File: src/rtl/mib_pkg.sv
// Shared MIB definitions: bus widths, FSM states, local command payload and
// the error read pattern returned when MIB_SLAVE_ERR_RESP_EN is defined.
package mib_pkg;

  localparam int unsigned MIB_AD_BITS   = 16;
  localparam int unsigned CMD_ADDR_BITS = 24;
  localparam int unsigned CMD_DATA_BITS = 32;
  localparam int unsigned MSN_MSB       = 23;
  localparam int unsigned MSN_LSB       = 20;

  localparam logic [CMD_DATA_BITS-1:0] ERR_RDATA = 32'hDEADBEEF;

  typedef enum logic [2:0] {
    ST_IDLE,
    ST_ADDR2,
    ST_WDATA_HI,
    ST_WDATA_LO,
    ST_CMD_WAIT,
    ST_WR_ACK,
    ST_RD_HI,
    ST_RD_LO
  } mib_state_t;

  typedef struct packed {
    logic                     rd_wr_n;
    logic [CMD_ADDR_BITS-1:0] byte_addr;
    logic [CMD_DATA_BITS-1:0] wdata;
  } cmd_req_t;

  // Slave-select nibble of a full MIB address.
  function automatic logic [3:0] msn_of(input logic [CMD_ADDR_BITS-1:0] addr);
    return addr[MSN_MSB:MSN_LSB];
  endfunction

endpackage

File: src/rtl/mib_slave_cmd_bridge_if.sv
// MIB slave pins plus local cmd-bus pins of the bridge. Names are from the
// bridge's point of view; the master modport is the environment side.
interface mib_slave_cmd_bridge_if;
  import mib_pkg::*;

  logic                     i_mib_start;
  logic                     i_mib_rd_wr_n;
  logic [MIB_AD_BITS-1:0]   i_mib_ad;
  logic [MIB_AD_BITS-1:0]   o_mib_ad;
  logic                     o_mib_ad_oe;
  logic                     o_mib_slave_ack;
  logic                     o_cmd_sel;
  logic                     o_cmd_rd_wr_n;
  logic [CMD_ADDR_BITS-1:0] o_cmd_byte_addr;
  logic [CMD_DATA_BITS-1:0] o_cmd_wdata;
  logic                     i_cmd_ack;
  logic [CMD_DATA_BITS-1:0] i_cmd_rdata;
  logic                     o_cmd_timeout;

  modport slave (
    input  i_mib_start, i_mib_rd_wr_n, i_mib_ad, i_cmd_ack, i_cmd_rdata,
    output o_mib_ad, o_mib_ad_oe, o_mib_slave_ack, o_cmd_sel, o_cmd_rd_wr_n,
           o_cmd_byte_addr, o_cmd_wdata, o_cmd_timeout
  );

  modport master (
    output i_mib_start, i_mib_rd_wr_n, i_mib_ad, i_cmd_ack, i_cmd_rdata,
    input  o_mib_ad, o_mib_ad_oe, o_mib_slave_ack, o_cmd_sel, o_cmd_rd_wr_n,
           o_cmd_byte_addr, o_cmd_wdata, o_cmd_timeout
  );

endinterface

File: src/rtl/cmd_ack_timer.sv
// Loadable down-counter; o_expire_c flags the last clock of the running window.
module cmd_ack_timer #(
  parameter int unsigned P_CNT_BITS = 4
) (
  input  logic                  i_clk,
  input  logic                  i_srst,
  input  logic                  i_load,
  input  logic [P_CNT_BITS-1:0] i_load_val,
  input  logic                  i_run,
  output logic                  o_expire_c
);

  logic [P_CNT_BITS-1:0] r_cnt;

  // Load has priority; otherwise count down while running and stop at zero.
  always_ff @(posedge i_clk) begin
    if (i_srst) begin
      r_cnt <= '0;
    end else if (i_load) begin
      r_cnt <= i_load_val;
    end else if (i_run && (r_cnt != '0)) begin
      r_cnt <= r_cnt - P_CNT_BITS'(1);
    end
  end

  assign o_expire_c = i_run && (r_cnt == '0);

endmodule

File: src/rtl/mib_slave_cmd_bridge.sv
// MIB slave endpoint: decodes A1/A2/W1/W2 phases, checks the slave-select
// nibble, replays the access as one local cmd strobe and returns ack/read
// data on the AD bus. Optional macro MIB_SLAVE_ERR_RESP_EN turns a local
// timeout into an MIB response (0xDEADBEEF for reads, ack for writes).
module mib_slave_cmd_bridge
  import mib_pkg::*;
#(
  parameter logic [3:0]  P_MIB_MSN              = 4'h0,
  parameter int unsigned P_CMD_ACK_TIMEOUT_CLKS = 16
) (
  input logic                   i_sysclk,
  input logic                   i_srst,
  mib_slave_cmd_bridge_if.slave io_mib
);

  localparam int unsigned ADDR_HI_BITS = CMD_ADDR_BITS - MIB_AD_BITS;
  localparam int unsigned TMR_BITS     = $clog2(P_CMD_ACK_TIMEOUT_CLKS);
  localparam logic [TMR_BITS-1:0] TMR_LOAD = TMR_BITS'(P_CMD_ACK_TIMEOUT_CLKS - 1);

`ifdef MIB_SLAVE_ERR_RESP_EN
  localparam bit ERR_RESP_EN = 1'b1;
`else
  localparam bit ERR_RESP_EN = 1'b0;
`endif

  mib_state_t               r_state;
  logic [ADDR_HI_BITS-1:0]  r_addr_hi;
  logic                     r_rd_wr_n;
  logic [MIB_AD_BITS-1:0]   r_wdata_hi;
  logic [MIB_AD_BITS-1:0]   r_rdata_lo;
  cmd_req_t                 r_req;
  logic                     r_cmd_sel;
  logic [MIB_AD_BITS-1:0]   r_ad;
  logic                     r_oe;
  logic                     r_ack;
  logic                     r_timeout;

  logic [CMD_ADDR_BITS-1:0] w_addr;
  logic                     w_msn_match;
  logic                     w_resync;
  logic                     w_enter_wait;
  logic                     w_wait;
  logic                     w_expire;

  // Full address as seen during A2, and the decode helpers derived from it.
  assign w_addr       = {r_addr_hi, io_mib.i_mib_ad};
  assign w_msn_match  = (msn_of(w_addr) == P_MIB_MSN);
  assign w_resync     = io_mib.i_mib_start &&
                        (r_state inside {ST_IDLE, ST_ADDR2, ST_WDATA_HI, ST_WDATA_LO});
  assign w_enter_wait = !io_mib.i_mib_start &&
                        (((r_state == ST_ADDR2) && w_msn_match && r_rd_wr_n) ||
                         (r_state == ST_WDATA_LO));
  assign w_wait       = (r_state == ST_CMD_WAIT);

  // Ack window starts with the cmd strobe and lasts P_CMD_ACK_TIMEOUT_CLKS clocks.
  cmd_ack_timer #(
    .P_CNT_BITS (TMR_BITS)
  ) u_timer (
    .i_clk      (i_sysclk),
    .i_srst     (i_srst),
    .i_load     (w_enter_wait),
    .i_load_val (TMR_LOAD),
    .i_run      (w_wait),
    .o_expire_c (w_expire)
  );

  // Bridge FSM with registered MIB and cmd-bus outputs.
  always_ff @(posedge i_sysclk) begin
    if (i_srst) begin
      r_state    <= ST_IDLE;
      r_addr_hi  <= '0;
      r_rd_wr_n  <= 1'b0;
      r_wdata_hi <= '0;
      r_rdata_lo <= '0;
      r_req      <= '0;
      r_cmd_sel  <= 1'b0;
      r_ad       <= '0;
      r_oe       <= 1'b0;
      r_ack      <= 1'b0;
      r_timeout  <= 1'b0;
    end else begin
      r_cmd_sel <= 1'b0;
      r_timeout <= 1'b0;
      if (w_resync) begin
        r_addr_hi <= io_mib.i_mib_ad[ADDR_HI_BITS-1:0];
        r_rd_wr_n <= io_mib.i_mib_rd_wr_n;
        r_state   <= ST_ADDR2;
      end else begin
        case (r_state)
          ST_IDLE: r_state <= ST_IDLE;
          ST_ADDR2: begin
            if (!w_msn_match) begin
              r_state <= ST_IDLE;
            end else begin
              r_req.rd_wr_n   <= r_rd_wr_n;
              r_req.byte_addr <= {4'h0, w_addr[MSN_LSB-1:0]};
              if (r_rd_wr_n) begin
                r_cmd_sel <= 1'b1;
                r_state   <= ST_CMD_WAIT;
              end else begin
                r_state   <= ST_WDATA_HI;
              end
            end
          end
          ST_WDATA_HI: begin
            r_wdata_hi <= io_mib.i_mib_ad;
            r_state    <= ST_WDATA_LO;
          end
          ST_WDATA_LO: begin
            r_req.wdata <= {r_wdata_hi, io_mib.i_mib_ad};
            r_cmd_sel   <= 1'b1;
            r_state     <= ST_CMD_WAIT;
          end
          ST_CMD_WAIT: begin
            if (io_mib.i_cmd_ack) begin
              r_ack <= 1'b1;
              if (r_req.rd_wr_n) begin
                r_ad       <= io_mib.i_cmd_rdata[CMD_DATA_BITS-1:MIB_AD_BITS];
                r_rdata_lo <= io_mib.i_cmd_rdata[MIB_AD_BITS-1:0];
                r_oe       <= 1'b1;
                r_state    <= ST_RD_HI;
              end else begin
                r_state    <= ST_WR_ACK;
              end
            end else if (w_expire) begin
              r_timeout <= 1'b1;
              if (ERR_RESP_EN) begin
                r_ack <= 1'b1;
                if (r_req.rd_wr_n) begin
                  r_ad       <= ERR_RDATA[CMD_DATA_BITS-1:MIB_AD_BITS];
                  r_rdata_lo <= ERR_RDATA[MIB_AD_BITS-1:0];
                  r_oe       <= 1'b1;
                  r_state    <= ST_RD_HI;
                end else begin
                  r_state    <= ST_WR_ACK;
                end
              end else begin
                r_state <= ST_IDLE;
              end
            end
          end
          ST_WR_ACK: begin
            r_ack   <= 1'b0;
            r_state <= ST_IDLE;
          end
          ST_RD_HI: begin
            r_ad    <= r_rdata_lo;
            r_state <= ST_RD_LO;
          end
          ST_RD_LO: begin
            r_ad    <= '0;
            r_oe    <= 1'b0;
            r_ack   <= 1'b0;
            r_state <= ST_IDLE;
          end
          default: r_state <= ST_IDLE;
        endcase
      end
    end
  end

  assign io_mib.o_mib_ad        = r_ad;
  assign io_mib.o_mib_ad_oe     = r_oe;
  assign io_mib.o_mib_slave_ack = r_ack;
  assign io_mib.o_cmd_sel       = r_cmd_sel;
  assign io_mib.o_cmd_rd_wr_n   = r_req.rd_wr_n;
  assign io_mib.o_cmd_byte_addr = r_req.byte_addr;
  assign io_mib.o_cmd_wdata     = r_req.wdata;
  assign io_mib.o_cmd_timeout   = r_timeout;

endmodule

File: src/flat_wrapper.sv
// flat-port wrapper written by rule: the top's interface ports become plain ports
module mib_slave_cmd_bridge_flat import mib_pkg::*;
#(
  parameter logic [3:0]  P_MIB_MSN              = 4'h0,
  parameter int unsigned P_CMD_ACK_TIMEOUT_CLKS = 16
)
  (i_sysclk, i_srst, io_mib_i_mib_start, io_mib_i_mib_rd_wr_n, io_mib_i_mib_ad, io_mib_i_cmd_ack, io_mib_i_cmd_rdata, io_mib_o_mib_ad, io_mib_o_mib_ad_oe, io_mib_o_mib_slave_ack, io_mib_o_cmd_sel, io_mib_o_cmd_rd_wr_n, io_mib_o_cmd_byte_addr, io_mib_o_cmd_wdata, io_mib_o_cmd_timeout);
  mib_slave_cmd_bridge_if io_mib_i ();
  input logic i_sysclk;
  input logic i_srst;
  input wire logic [$bits(io_mib_i.i_mib_start)-1:0] io_mib_i_mib_start;
  input wire logic [$bits(io_mib_i.i_mib_rd_wr_n)-1:0] io_mib_i_mib_rd_wr_n;
  input wire logic [$bits(io_mib_i.i_mib_ad)-1:0] io_mib_i_mib_ad;
  input wire logic [$bits(io_mib_i.i_cmd_ack)-1:0] io_mib_i_cmd_ack;
  input wire logic [$bits(io_mib_i.i_cmd_rdata)-1:0] io_mib_i_cmd_rdata;
  output wire logic [$bits(io_mib_i.o_mib_ad)-1:0] io_mib_o_mib_ad;
  output wire logic [$bits(io_mib_i.o_mib_ad_oe)-1:0] io_mib_o_mib_ad_oe;
  output wire logic [$bits(io_mib_i.o_mib_slave_ack)-1:0] io_mib_o_mib_slave_ack;
  output wire logic [$bits(io_mib_i.o_cmd_sel)-1:0] io_mib_o_cmd_sel;
  output wire logic [$bits(io_mib_i.o_cmd_rd_wr_n)-1:0] io_mib_o_cmd_rd_wr_n;
  output wire logic [$bits(io_mib_i.o_cmd_byte_addr)-1:0] io_mib_o_cmd_byte_addr;
  output wire logic [$bits(io_mib_i.o_cmd_wdata)-1:0] io_mib_o_cmd_wdata;
  output wire logic [$bits(io_mib_i.o_cmd_timeout)-1:0] io_mib_o_cmd_timeout;
  assign io_mib_i.i_mib_start = io_mib_i_mib_start;
  assign io_mib_i.i_mib_rd_wr_n = io_mib_i_mib_rd_wr_n;
  assign io_mib_i.i_mib_ad = io_mib_i_mib_ad;
  assign io_mib_i.i_cmd_ack = io_mib_i_cmd_ack;
  assign io_mib_i.i_cmd_rdata = io_mib_i_cmd_rdata;
  assign io_mib_o_mib_ad = io_mib_i.o_mib_ad;
  assign io_mib_o_mib_ad_oe = io_mib_i.o_mib_ad_oe;
  assign io_mib_o_mib_slave_ack = io_mib_i.o_mib_slave_ack;
  assign io_mib_o_cmd_sel = io_mib_i.o_cmd_sel;
  assign io_mib_o_cmd_rd_wr_n = io_mib_i.o_cmd_rd_wr_n;
  assign io_mib_o_cmd_byte_addr = io_mib_i.o_cmd_byte_addr;
  assign io_mib_o_cmd_wdata = io_mib_i.o_cmd_wdata;
  assign io_mib_o_cmd_timeout = io_mib_i.o_cmd_timeout;
  mib_slave_cmd_bridge #(.P_MIB_MSN(P_MIB_MSN), .P_CMD_ACK_TIMEOUT_CLKS(P_CMD_ACK_TIMEOUT_CLKS)) u_core (.i_sysclk(i_sysclk), .i_srst(i_srst), .io_mib(io_mib_i));
endmodule
File: config.mk
export PLATFORM = sky130hd
export DESIGN_NAME = mib_slave_cmd_bridge_flat
export DESIGN_NICKNAME = d
export VERILOG_FILES = /design/src/rtl/mib_pkg.sv /design/src/rtl/mib_slave_cmd_bridge_if.sv /design/src/rtl/cmd_ack_timer.sv /design/src/rtl/mib_slave_cmd_bridge.sv /design/src/flat_wrapper.sv
export SDC_FILE = /design/constraint.sdc
export NUM_CORES = 1
export LEC_CHECK = 0
export ABC_AREA = 1
export BUFFER_PORTS_ARGS = -buffer_cell sky130_fd_sc_hd__buf_2
export CAP_MARGIN = 30
export CELL_PAD_IN_SITES_DETAIL_PLACEMENT = 1
export CELL_PAD_IN_SITES_GLOBAL_PLACEMENT = 1
export CORE_AREA = 4 4 90 156
export DETAILED_ROUTE_END_ITERATION = 7
export DIE_AREA = 0 0 94 160
export PLACE_DENSITY = 0.88
export SLEW_MARGIN = 0
export SYNTH_ARGS = -nofsm -noshare
export SYNTH_HDL_FRONTEND = slang
export SYNTH_SLANG_ARGS = --single-unit
File: constraint.sdc
create_clock -name i_sysclk -period 2.1 [get_ports i_sysclk]
set_clock_uncertainty 0.15 [all_clocks]
set_input_delay 0.21 -clock i_sysclk [delete_from_list [all_inputs] [get_ports i_sysclk]]
set_output_delay 0.21 -clock i_sysclk [all_outputs]
set_load 0.05 [all_outputs]
==> metrics.md <==
| Metric | Value |
|---|---|
| Ys async rst share | `0` |
| Drt first pass iters | `5` |
| Netlist cell types | `25` |
| Crit-path slowest cell | `inv_1` |
| Antenna Nets Post-Route | `0` |
| CTS tree | `done` |
| Total power | `around 5.7 mW` |
| Hold WS | `-0.00903 ns` |
| Yosys warning total | `0` |
| Port Buffers | `around 130` |
| Seq cells post-synth | `approximately 120` |
| Pwr/cell area | `between 800 and 900 mW/mm²` |
| Placer Congestion | `0.802` |
| CTS Buffer Depth | `2` |
| Clk slew on worst S/H paths | `0.06 ns` |
| CP Data Required Time | `between 2 and 2.5 ns` |
| Clock latency on the worst-skew pair | `roughly 0.41 ns` |
| Final Hold Vio Count | `1` |
| Fin crit share | `0.933` |
| Max_cap viols | `0` |
| Status | `finished, violations left` |
| Worst min path class | `input pin to flop` |
| Crit Path Class | `flop to flop` |
| Number of diodes | `0` |
| Die width | `between 90 and 100 µm` |
| Final setup viols | `0` |
| GRT overflow | `0` |
| Sequential cell area | `0.00242 mm²` |
| Vias | `approximately 4700` |
| Half-perimeter wire length after placement | `roughly 10 mm` |
| Max Slew Vio Count | `0` |
| Clk root buf | `clkbuf_16` |
| EDFF count, synth | `0` |
| Die ar. | `about 0.015 mm²` |
| Worst Setup End Kind | `flop` |
| Endpoint arrival time on the critical path | `2.14 ns` |
| Crit-path max FO | `16` |
| CP delay by family, top | `simple AND/OR/NAND/NOR gates` |
| Minimum clock period | `between 1.5 and 2 ns` |
| RSZ-0062 raised after global routing | `false` |
| CTS Buf Count | `17` |
| Final Core Density | `0.495` |
| Multi-input logic area | `0.00183 mm²` |
| Most common cell after layout, fill and taps aside | `buf_2` |
| Fillcell total | `1656` |
| Die H | `160 µm` |
| DRC violations left | `0` |
| Final Instance Count excl. Fillers | `about 960` |
| Largest net degree at the start of global routing | `55` |
| Mapped Area | `~0.0046 mm²` |
| Bufs and invs on worst path | `2` |
| Max VDD drop | `0.550 mV` |
| Startpoint types | `flop` |
| Post-Route WL | `between 15 and 20 mm` |
| Post-synthesis area per instance | `between 7 and 8 µm²` |
| Initial Util | `0.362` |
| Sink Count | `121` |
| Dominant cell type by area after synthesis | `dfxtp_1` |
| 1st-iter DRT viols | `121` |
| Avg WL per Cell | `approximately 16 µm` |
| Top FF cell, synth | `dfxtp_1` |
| CTS H-Tree Depth | `4` |
| P_leak | `2.93 nW` |
| Proportion of netlist area held by the largest area contributor | `0.523` |
| Failing checks | `negative hold slack` |
| Worst slew pin tran | `0.643 ns` |
| Placed cells | `approximately 900` |
| Most frequent CP cell | `nor2_1` |
| I/O pins | `130` |
| Synth top area cells | `dfxtp_1 52%, o21ai_0 9.7%, nor2_1 9.6%` |
| Number of global-route vias before repair | `around 5000` |
| Fin Setup TNS | `0 ns` |
| First-pass GRT wire length | `roughly 25 mm` |
| Post-Synthesis Cells | `about 620` |
| CP max stage delay | `approximately 0.43 ns` |
| Initial antenna violation count | `0` |
| GRT Resource Usage Total | `0.210` |
| Nets | `roughly 830` |
| F_max | `between 500 and 600 MHz` |
| Std-Cell Rows | `55` |
| Rel. slew slack | `0.570` |
| Sequential area share after synthesis | `0.523` |
| Most frequent cells in the layout | `125 x buf_2, 121 x dfxtp_1, 117 x nor2_1` |
| Vias per cell | `4.88` |
| Core footprint | `roughly 0.013 mm²` |
| Area growth syn-to-layout | `36.8%` |
| CP cell instances | `inv_1 > nand3_1 > nor2_1 > nor2_2 > inv_1 > nor2_1 > nor2_1` |
| Layout cell share with drive strength beyond 1 | `0.227` |
-- timing repair --
action	CTS	global route
endpoints found under the hold margin	52	0
gates resized for setup	0	0
hold buffers	32	0
setup buffers	0	0
-- through the flow --
stage / setup slack [ns] / hold WS [ns] / cell area [µm²]
4_1_cts: 0.128 / 0.00207 / 6340
6_report: 0.142 / -0.00903 / 6340
3_5_place_dp: 0.254 / 0.291 / 5430
3_3_place_gp: 0.0986 / 0.287 / 5420
5_1_grt: 0.0434 / 0.0263 / 6340
2_1_floorplan: 0.338 / 0.225 / 4640
-- tightest hold or removal path: cells and delay by family --
family                 cells  cell delay [ns]
buffers and inverters      2             0.16
AOI/OAI and AO/OA          1             0.13
-- state kept, by name, summed over array words and instances, names as in the netlist --
| signal | cells |
|---|---|
| u_core.io_mib.o_cmd_wdata | 32 |
| u_core.io_mib.o_cmd_byte_addr | 20 |
| u_core.io_mib.o_mib_ad | 16 |
| u_core.r_rdata_lo | 16 |
| u_core.r_wdata_hi | 16 |
| u_core.r_addr_hi | 8 |
| u_core.u_timer.r_cnt | 4 |
| u_core.r_state | 3 |
| u_core.io_mib.o_cmd_rd_wr_n | 1 |
| u_core.io_mib.o_cmd_sel | 1 |
| u_core.io_mib.o_cmd_timeout | 1 |
| u_core.io_mib.o_mib_ad_oe | 1 |
| u_core.io_mib.o_mib_slave_ack | 1 |
| u_core.r_rd_wr_n | 1 |
-- cell families (layout without fill, tap and decap cells) --
logic type / after synthesis / in the layout / synth area share
adders and majority gates: 1 / 1 / 0.00270
other: 1 / 4 / 0.000810
AOI/OAI and AO/OA: 163 / 163 / 0.180
and+or+nand+nor: 244 / 244 / 0.207
buffers and inverters: 94 / 257 / 0.0867
DFF: 121 / 121 / 0.523
-- layer usage --
layer,routed length [µm],vias up,track usage,share of wire
met5,0,-,0,0
met4,384,0,0.0874,0.025
met3,590,34,0.0476,0.038
met2,8790,134,0.403,0.57
met1,5610,2218,0.207,0.36
li1,-,2300,-,-
-- final timing paths --
check	startpoint	endpoint	slack, ns	cells past startpoint
hold / removal	io_mib_i_mib_ad[6]	u_core.r_wdata_hi[6]	-0.009	3
setup reg to reg	u_core.r_state[1]	u_core.io_mib.o_mib_ad[10]	0.14	7
hold reg to reg	u_core.io_mib.o_mib_ad_oe	u_core.io_mib.o_mib_ad_oe	0.29	2
setup / recovery	u_core.r_state[1]	u_core.io_mib.o_mib_ad[10]	0.14	7
-- power breakdown --
part | internal (mW) | switching, mW
clock network | 1.88 | 1.05
logic | 0.147 | 0.260
registers | 2.34 | 0.0209
-- synthesized netlist by cell type, types with 4 or more instances --
| master | count |
|---|---|
| a21oi_1 | 64 |
| inv_1 | 52 |
| o21ai_0 | 90 |
| nor3_1 | 4 |
| dfxtp_1 | 121 |
| buf_2 | 9 |
| nand3_1 | 22 |
| buf_4 | 6 |
| nor2_1 | 118 |
| nand2_1 | 96 |
| clkbuf_1 | 20 |
-- area by class of cell --
cell class                 count  area share
clock inverter                12      0.0237
inverter                      55      0.0326
timing repair buffer         171       0.170
sequential                   121       0.382
tap                          171      0.0338
clock buffer                  19      0.0699
multi-input combinational    412       0.288
Note: power is estimated with default switching activity, not from simulation.
